<file path="config.mk">
export PLATFORM = sky130hd
export DESIGN_NAME = pipelined_add_sub_flat
export DESIGN_NICKNAME = d
export VERILOG_FILES = /design/src/rtl/pipelined_add_sub_if.sv /design/src/rtl/pipelined_add_sub.sv /design/src/flat_wrapper.sv
export SDC_FILE = /design/constraint.sdc
export NUM_CORES = 1
export LEC_CHECK = 0
export CAP_MARGIN = 25
export CORE_UTILIZATION = 56
export DETAILED_ROUTE_END_ITERATION = 8
export PLACE_DENSITY_LB_ADDON = 0.2
export SYNTH_ARGS = -nofsm -noshare
export SYNTH_HDL_FRONTEND = slang
export SYNTH_SLANG_ARGS = --single-unit
</file>
<file path="constraint.sdc">
create_clock -name clk -period 12.32 [get_ports clk]
set_input_delay 1.232 -clock clk [delete_from_list [all_inputs] [get_ports clk]]
set_output_delay 1.232 -clock clk [all_outputs]
set_load 0.05 [all_outputs]
</file>
<file path="src/rtl/pipelined_add_sub_if.sv">
// Operand/result bus for the pipelined adder/subtractor.
// Both sides use valid/ready: a beat moves on a rising edge where valid && ready are both high.
interface pipelined_add_sub_if #(
   parameter int WIDTH = 64
);
   logic             in_valid;
   logic             in_ready;
   logic [WIDTH-1:0] a;
   logic [WIDTH-1:0] b;
   logic             sub;
   logic             out_valid;
   logic             out_ready;
   logic [WIDTH-1:0] sum;
   logic             cout;
   logic             ovf;

   modport master (
      output in_valid, a, b, sub, out_ready,
      input  in_ready, out_valid, sum, cout, ovf
   );

   modport slave (
      input  in_valid, a, b, sub, out_ready,
      output in_ready, out_valid, sum, cout, ovf
   );
endinterface

</file>
<file path="src/rtl/pipelined_add_sub.sv">
// Pipelined two's-complement adder/subtractor: each stage resolves one CHUNK-bit slice,
// with a global stall (out_valid && !out_ready) freezing every stage register.
module pipelined_add_sub #(
   parameter int WIDTH  = 64,
   parameter int STAGES = 4
) (
   input  logic                 clk,
   input  logic                 rst,
   pipelined_add_sub_if.slave   bus
);
   localparam int CHUNK = WIDTH / STAGES;
   localparam int LAST  = STAGES - 1;

   logic stall;

   // Stage inputs (_d) and registered stage outputs (_o); stage k>0 feeds from stage k-1.
   logic [WIDTH-1:0] a_d  [STAGES];
   logic [WIDTH-1:0] b_d  [STAGES];
   logic [WIDTH-1:0] r_d  [STAGES];
   logic             c_d  [STAGES];
   logic             sa_d [STAGES];
   logic             sb_d [STAGES];
   logic             v_d  [STAGES];

   logic [WIDTH-1:0] a_o  [STAGES];
   logic [WIDTH-1:0] b_o  [STAGES];
   logic [WIDTH-1:0] r_o  [STAGES];
   logic             c_o  [STAGES];
   logic             sa_o [STAGES];
   logic             sb_o [STAGES];
   logic             v_o  [STAGES];

   assign stall        = v_o[LAST] && !bus.out_ready;
   assign bus.in_ready = !stall;

   for (genvar k = 0; k < STAGES; k++) begin : g_stage
      logic [CHUNK:0]   part;
      logic [WIDTH-1:0] r_nx;
      logic [WIDTH-1:0] a_q;
      logic [WIDTH-1:0] b_q;
      logic [WIDTH-1:0] r_q;
      logic             c_q;
      logic             sa_q;
      logic             sb_q;
      logic             v_q;

      if (k == 0) begin : g_in
         // Subtraction is a + ~b + 1: invert b here and inject sub as the first carry.
         assign a_d[0]  = bus.a;
         assign b_d[0]  = bus.b ^ {WIDTH{bus.sub}};
         assign r_d[0]  = '0;
         assign c_d[0]  = bus.sub;
         assign sa_d[0] = bus.a[WIDTH-1];
         assign sb_d[0] = bus.b[WIDTH-1] ^ bus.sub;
         assign v_d[0]  = bus.in_valid && !stall;
      end else begin : g_link
         assign a_d[k]  = a_o[k-1];
         assign b_d[k]  = b_o[k-1];
         assign r_d[k]  = r_o[k-1];
         assign c_d[k]  = c_o[k-1];
         assign sa_d[k] = sa_o[k-1];
         assign sb_d[k] = sb_o[k-1];
         assign v_d[k]  = v_o[k-1];
      end

      // Operands are shifted down one chunk per stage, so every stage works on bits [CHUNK-1:0];
      // the result slice enters at the top and the partial result shifts down alongside.
      assign part = {1'b0, a_d[k][CHUNK-1:0]} + {1'b0, b_d[k][CHUNK-1:0]} + (CHUNK+1)'(c_d[k]);
      assign r_nx = WIDTH'({part[CHUNK-1:0], r_d[k]} >> CHUNK);

      always_ff @(posedge clk or posedge rst) begin
         if (rst) begin
            a_q  <= '0;
            b_q  <= '0;
            r_q  <= '0;
            c_q  <= 1'b0;
            sa_q <= 1'b0;
            sb_q <= 1'b0;
            v_q  <= 1'b0;
         end else if (!stall) begin
            a_q  <= a_d[k] >> CHUNK;
            b_q  <= b_d[k] >> CHUNK;
            r_q  <= r_nx;
            c_q  <= part[CHUNK];
            sa_q <= sa_d[k];
            sb_q <= sb_d[k];
            v_q  <= v_d[k];
         end
      end

      assign a_o[k]  = a_q;
      assign b_o[k]  = b_q;
      assign r_o[k]  = r_q;
      assign c_o[k]  = c_q;
      assign sa_o[k] = sa_q;
      assign sb_o[k] = sb_q;
      assign v_o[k]  = v_q;
   end

   assign bus.out_valid = v_o[LAST];
   assign bus.sum       = r_o[LAST];
   assign bus.cout      = c_o[LAST];
   assign bus.ovf       = (sa_o[LAST] == sb_o[LAST]) && (r_o[LAST][WIDTH-1] != sa_o[LAST]);
endmodule

</file>
<file path="src/flat_wrapper.sv">
// flat-port wrapper written by rule: the top's interface ports become plain ports
module pipelined_add_sub_flat 
#(
   parameter int WIDTH  = 64,
   parameter int STAGES = 4
)
  (clk, rst, bus_in_valid, bus_a, bus_b, bus_sub, bus_out_ready, bus_in_ready, bus_out_valid, bus_sum, bus_cout, bus_ovf);
  pipelined_add_sub_if #(.WIDTH(WIDTH)) bus_i ();
  input  logic clk;
  input  logic rst;
  input wire logic [$bits(bus_i.in_valid)-1:0] bus_in_valid;
  input wire logic [$bits(bus_i.a)-1:0] bus_a;
  input wire logic [$bits(bus_i.b)-1:0] bus_b;
  input wire logic [$bits(bus_i.sub)-1:0] bus_sub;
  input wire logic [$bits(bus_i.out_ready)-1:0] bus_out_ready;
  output wire logic [$bits(bus_i.in_ready)-1:0] bus_in_ready;
  output wire logic [$bits(bus_i.out_valid)-1:0] bus_out_valid;
  output wire logic [$bits(bus_i.sum)-1:0] bus_sum;
  output wire logic [$bits(bus_i.cout)-1:0] bus_cout;
  output wire logic [$bits(bus_i.ovf)-1:0] bus_ovf;
  assign bus_i.in_valid = bus_in_valid;
  assign bus_i.a = bus_a;
  assign bus_i.b = bus_b;
  assign bus_i.sub = bus_sub;
  assign bus_i.out_ready = bus_out_ready;
  assign bus_in_ready = bus_i.in_ready;
  assign bus_out_valid = bus_i.out_valid;
  assign bus_sum = bus_i.sum;
  assign bus_cout = bus_i.cout;
  assign bus_ovf = bus_i.ovf;
  pipelined_add_sub #(.WIDTH(WIDTH), .STAGES(STAGES)) u_core (.clk(clk), .rst(rst), .bus(bus_i));
endmodule
</file>
# Word-level counts from Yosys, hierarchy flattened
# Cells that the tools add are included.
# Widths: inputs -> output; s select.
[op_classes] add_sub_neg=8 n_mul=0 div=0 magnitude_cmp=0 n_eq_ne=2 shifts=0 n_mux=0 bitwise_logic=2 n_reduce_logical=5
[ops] cell="$add 16x16->17" count=4
[ops] cell="$add 17x1->17" count=4
[ops] cell="$xor 64x64->64" count=1
[ops] cell="$logic_and 1x1->1" count=3
[ops] cell="$logic_not 1->1" count=2
[ops] cell="$eq 1x1->1" count=1
[ops] cell="$ne 1x1->1" count=1
[ops] cell="$xor 1x1->1" count=1
[word_totals] ff_bits=368 latch_bits=0 ramBits=0 rom_bits=0 input_bits=133 out_inout_bits=68 word_cells=43 memories=0

# Longest topological paths before layout
[logic_depth] word_depth=4 depth_mapped=12 depth_no_buf=10

# Worst setup path before layout
# OpenSTA, ideal clock, no wires.
[synth_timing] path_type="input port to flip-flop" from="input port bus_sub" to="register u_core.g_stage[0].r_q[62]" setup_time_ps=137 arrival_ps=3601 required_time_ps=12183 path_slack_ps=8582 path_stages=11 path_buffers=2 path_cell_list="buf_4 buf_1 xor2_1 ha_1 nor2b_1 o2111ai_1 a21oi_1 o41ai_1 o21ai_0 xnor2_1 a21oi_1"
[synth_between] elab_chain_len=3
[synth_lines] element="start: declaration" line="flat_wrapper.sv:14" source="input wire logic [$bits(bus_i.sub)-1:0] bus_sub;"
[synth_lines] element="$xor 64x64->64" line="pipelined_add_sub.sv:50" source="assign b_d[0] = bus.b ^ {WIDTH{bus.sub}};"
[synth_lines] element="$add 16x16->17" line="pipelined_add_sub.sv:68" source="assign part = {1'b0, a_d[k][CHUNK-1:0]} + {1'b0, b_d[k][CHUNK-1:0]} + (CHUNK+1)'(c_d[k]);"
[synth_lines] element="$add 17x1->17 *" line="pipelined_add_sub.sv:68"
[synth_lines] element="end signal: assignment" line="pipelined_add_sub.sv:83" source="r_q <= r_nx;"
[synth_lines] element="end: declaration" line="pipelined_add_sub.sv:41" source="logic [WIDTH-1:0] r_q;"
# Every way passes the cells marked *; elsewhere a longest branch is shown, timed or not.
# A chain may end at the register's enable or synchronous reset.

# Worst setup path in the final report
[layout_timing] from="input port bus_out_ready" to="output port bus_in_ready"
[layout_between] elab_chain_len=3
[layout_lines] element="start: declaration" line="flat_wrapper.sv:15" source="input wire logic [$bits(bus_i.out_ready)-1:0] bus_out_ready;"
[layout_lines] element="$logic_not 1->1" line="pipelined_add_sub.sv:33" source="assign stall = v_o[LAST] && !bus.out_ready;"
[layout_lines] element="$logic_and 1x1->1" line="pipelined_add_sub.sv:33"
[layout_lines] element="$logic_not 1->1" line="pipelined_add_sub.sv:34" source="assign bus.in_ready = !stall;"
[layout_lines] element="end: declaration" line="flat_wrapper.sv:16" source="output wire logic [$bits(bus_i.in_ready)-1:0] bus_in_ready;"
# No other way between the ends.

==> results.md <==
Synth:
- The area share of the leading cell type in the synthesized netlist is 54.5%.
- Among all flip-flop cells after synthesis, the most frequent one is dfrtp_1.
- Counting distinct cell types in the post-synthesis netlist gives 60.
- The simple-gate portion of the synthesized area is 22.3%.
- The xor/xnor share of the synthesized area is 5.69%.
- The synthesized design contains 0 enable-type register cells.
- The dominant cell type by area after synthesis is dfrtp_1.
- The main combinational cell family by area after synthesis is simple AND/OR/NAND/NOR gates.
- The multiplexer fraction of the synthesized cell area is 0.286%.
- For this run, asynchronously set or reset flops after synthesis account for 100%.
- The synthesized area divided by synthesized cell count is 8.88 um2.
- The net count after synthesis is 2072.
- The sequential cell area fraction in the yosys report is 54.5%.
- The instance count of the mapped netlist is 1872.
- The synthesized flop and latch total is 362.
- The library cell with the highest instance count after synthesis is nand2_1.
- Summing the areas of all compound-gate instances in the mapped netlist gives 9.15% of the synthesized area.
- In the synthesized netlist, the cells that appear most often are 868 x nand2_1, 362 x dfrtp_1, 99 x o21ai_0.
- Sorting the synthesized cells by area gives the leading types as dfrtp_1 55%, nand2_1 20%, ha_1 4.5%, xnor2_1 3.8%, o21ai_0 3.0%.
- The yosys synthesis warning count is 0.
- The cell area after technology mapping is 16600 um2.
- The adder-cell share of the synthesized area is 5.36%.

GRT:
- The number of global-route vias before repair is 12030.
- For this run the aggregate overflow at the end of global routing stands at 0.
- The overall fraction of global-route tracks in use is 22.8%.
- The pin count of the biggest net entering global routing is 270.
- The initial antenna violation count is 1.
- The wire length of the first global-routing pass is 57200 um.

Place:
- The post-placement cell area is 18900 um2.
- Buffers placed on the I/O ports in this run total 200.
- The congestion estimate from routability-driven global placement came to 0.860.
- The half-perimeter wire length after placement is 22200 um.

STA:
- The final number of hold-violating endpoints is 0.
- Setup repair after global routing left no endpoint under its margin.
- Headroom to the max-slew limit came out at 21.7%.
- Across the routed clock network, the largest skew measured is 0.0115 ns.
- The time the final worst path needs with I/O delays and setup is 4.95 ns.
- The top achievable clock speed is 0.202 GHz.
- The count of final max-slew check failures is 0.
- The actual slew at the worst max-slew pin is 1.17 ns.
- The final setup violation count is 0.
- Summed over all failing endpoints, the final setup total negative slack is 0 ns.
- In the finished design, the share of the clock period the worst path needs comes to 40.2%.

Drt:
- The number of DRC violations after detailed-routing iteration 0 is 929.
- For this run, design rule violations remaining after detail routing come to 0.
- The routed length per placed instance is 13.9 um.
- The total number of vias is 12595.
- In the routed layout, each cell is associated on average with a via count of 5.15.
- The final antenna-violating net count is 0.
- The pre-antenna-repair detailed-routing pass consisted of 5 iterations.
- The total wire length after detailed routing is 34000 um.

Clocking:
- The hold buffer count at cts is 0.
- Clock tree synthesis inserted a total of 38 buffers.
- Post-CTS repair changed the size of 0 cells.
- The count of clock tree sinks is 362.
- The TritonCTS clock tree is done.
- The count of H-tree levels built during CTS is 2.
- The number of setup buffers added after CTS is 0.
- After clock tree synthesis, the clock-pin slew on the worst setup and hold paths is 0.06 ns.
- The later pin in the worst-skew pair is clocked with a latency of 0.51 ns.
- The tree is rooted in a clkbuf_16.
- The maximum buffer depth of the clock tree is 3.

Worst setup path:
- Data on the critical path arrives at its endpoint at 3.72 ns.
- The critical path goes through clkdlybuf4s50_1, nor2b_4, buf_4, inv_8, clkdlybuf4s50_1.
- The critical setup path kind is primary input to output pin.
- The worst setup path is captured at an output pin.
- The largest individual stage delay along the critical path comes from the cell clkdlybuf4s50_1.
- The category of the worst setup path launch point is a primary input.
- The cell class contributing the biggest share of worst-path delay is buffers and inverters.
- Along the worst path, the maximum fanout reaches 97.
- For this run, the slowest stage of the critical path takes 0.81 ns.
- The cell that appears most often on the critical path is clkdlybuf4s50_1.
- The critical path contains buffers and inverters numbering 4 combined.
- The required time of the worst setup path is 11.09 ns.

Layout:
- In the final layout, the share of cells above drive strength 1 is 4.31%.
- The layout overhead on the synthesized area is 21.8%.
- The post-layout net count is 2234.
- Summing all non-filler instances in the final layout gives an area of 20200 um2.

Die:
- The effective utilization at floorplan is 57.4%.
- The site row count is 62.
- The core region is 28900 um2.
- The floorplan step set the die width to 174 um.
- 201 I/O pins were placed.
- The floorplan step defined a die boundary enclosing 30400 um2.
- The die boundary height is 174 um.

Power:
- Net switching is 40.0% of the power.
- The standby leakage power is 9.85 nW.
- The fraction of power consumed by sequential logic is 35.9%.
- Internal power comes to 0.00339 W.
- Summed over all nets, the switching power comes to 0.00226 W.
- The clock network accounts for 21.4% of the total power.
- The share of total power in combinational logic is 42.7%.
- The total power density per cell area is 279 nW/um2.
- The highest ir drop seen on vdd is 0.130 mV.

Hold path:
- The path category of the worst min-delay check is flip-flop to flip-flop.

Flow run:
- Across the run, the number of max-cap violations was 0.

Outcome:
- The flow ran to the end, and the final reports show no timing, DRC or antenna violations.
[cells by family after synthesis]
family / Yosys count
AND/OR/NAND/NOR: 963
flip-flops: 362
AO/OA/AOI/OAI: 254
buffers and inverters: 114
XOR/XNOR: 108
adder cells (fa/ha/maj): 67
multiplexers: 4
[metal layers]
metal  global-route usage (%)  wire (um)  up-vias
li1                         -          -     6323
met1                     31.9      15500     5981
met2                     37.0      16400      232
met3                     2.91       1200       59
met4                     7.57        883        0
met5                        0          0        -
[layout make-up]
| class | instances | area, um2 |
|---|---|---|
| Sequential cell | 362 | 9060 |
| Fill cell | 2304 | 8690 |
| Multi-Input combinational cell | 1396 | 7120 |
| Timing Repair Buffer | 210 | 2120 |
| Clock buffer | 57 | 1180 |
| Tap cell | 384 | 480 |
| Clock inverter | 12 | 171 |
| Inverter | 26 | 113 |
| Antenna cell | 1 | 2.50 |
[worst register-to-register path, cell delays in order, from the launching register on]
cell and delay [ns]:
dfrtp_1 0.42, nor2b_4 0.14, buf_4 0.38, inv_8 0.52, buf_4 0.75, buf_4 0.79, nor2_1 0.13, a21oi_1 0.16
[flip-flops by register name, indices dropped and copies added, names as in the netlist]
signal	flops
u_core.g_stage.sa_q	4
u_core.bus.sum	64
u_core.g_stage.a_q	93
u_core.g_stage.sb_q	4
u_core.g_stage.r_q	96
u_core.bus.cout	1
u_core.g_stage.c_q	3
u_core.g_stage.v_q	3
u_core.bus.out_valid	1
u_core.g_stage.b_q	93
[through the flow]
stage | setup slack (ns) | power, W | hold WS [ns] | std cells | utilization, %
CTS | 7.34 | 0.00569 | 0.468 | 2446 | 69.9
finish | 7.37 | 0.00565 | 0.460 | 2448 | 70.0
floorplan | 1.04 | 0.00379 | 0.430 | 1872 | -
detailed placement | 7.34 | 0.00445 | 0.454 | 2377 | 65.2
global placement | 7.35 | 0.00437 | 0.441 | 2377 | 65.2
global route | 7.20 | 0.00606 | 0.482 | 2448 | 70.0
[power by group through the flow]
stage	Clock, W	Combinational [W]	Sequential, W
detailed placement	0	0.00241	0.00205
global placement	0	0.00234	0.00203
global route	0.00127	0.00269	0.00209
CTS	0.00123	0.00243	0.00203
floorplan	0	0.00145	0.00234
finish	0.00121	0.00241	0.00203
[placed cells by master (no fill, tap or decap), types with 5 or more instances in the layout]
cell type	count
nand4_1	5
a21o_1	10
a211oi_1	6
nand2_1	868
fa_1	7
o21ai_0	99
clkinv_2	5
nor2_1	52
nand3_1	10
buf_4	8
o31ai_1	6
ha_1	60
o21bai_1	7
inv_1	24
clkbuf_8	9
clkdlybuf4s50_1	199
o21a_1	7
clkbuf_16	41
xor2_1	36
a31oi_1	7
nor3_1	5
dfrtp_1	362
clkbuf_1	7
a21oi_1	77
xnor2_1	72
nand2b_1	7
[worst paths after layout]
check | slack [ns] | to | depth (start not counted) | startpoint
setup / recovery | 7.37 | bus_in_ready | 5 | bus_out_ready
hold / removal | 0.46 | u_core.bus.sum[18] | 2 | u_core.bus.sum[18]
setup reg to reg | 8.95 | u_core.g_stage[0].r_q[62] | 7 | u_core.bus.out_valid
hold reg to reg | 0.46 | u_core.bus.sum[18] | 2 | u_core.bus.sum[18]
max in group asynchronous | 9.70 | u_core.bus.sum[26] | 3 | rst
min in group asynchronous | 1.24 | u_core.g_stage[0].r_q[54] | 2 | rst
Note: power is estimated with default switching activity, not from simulation.
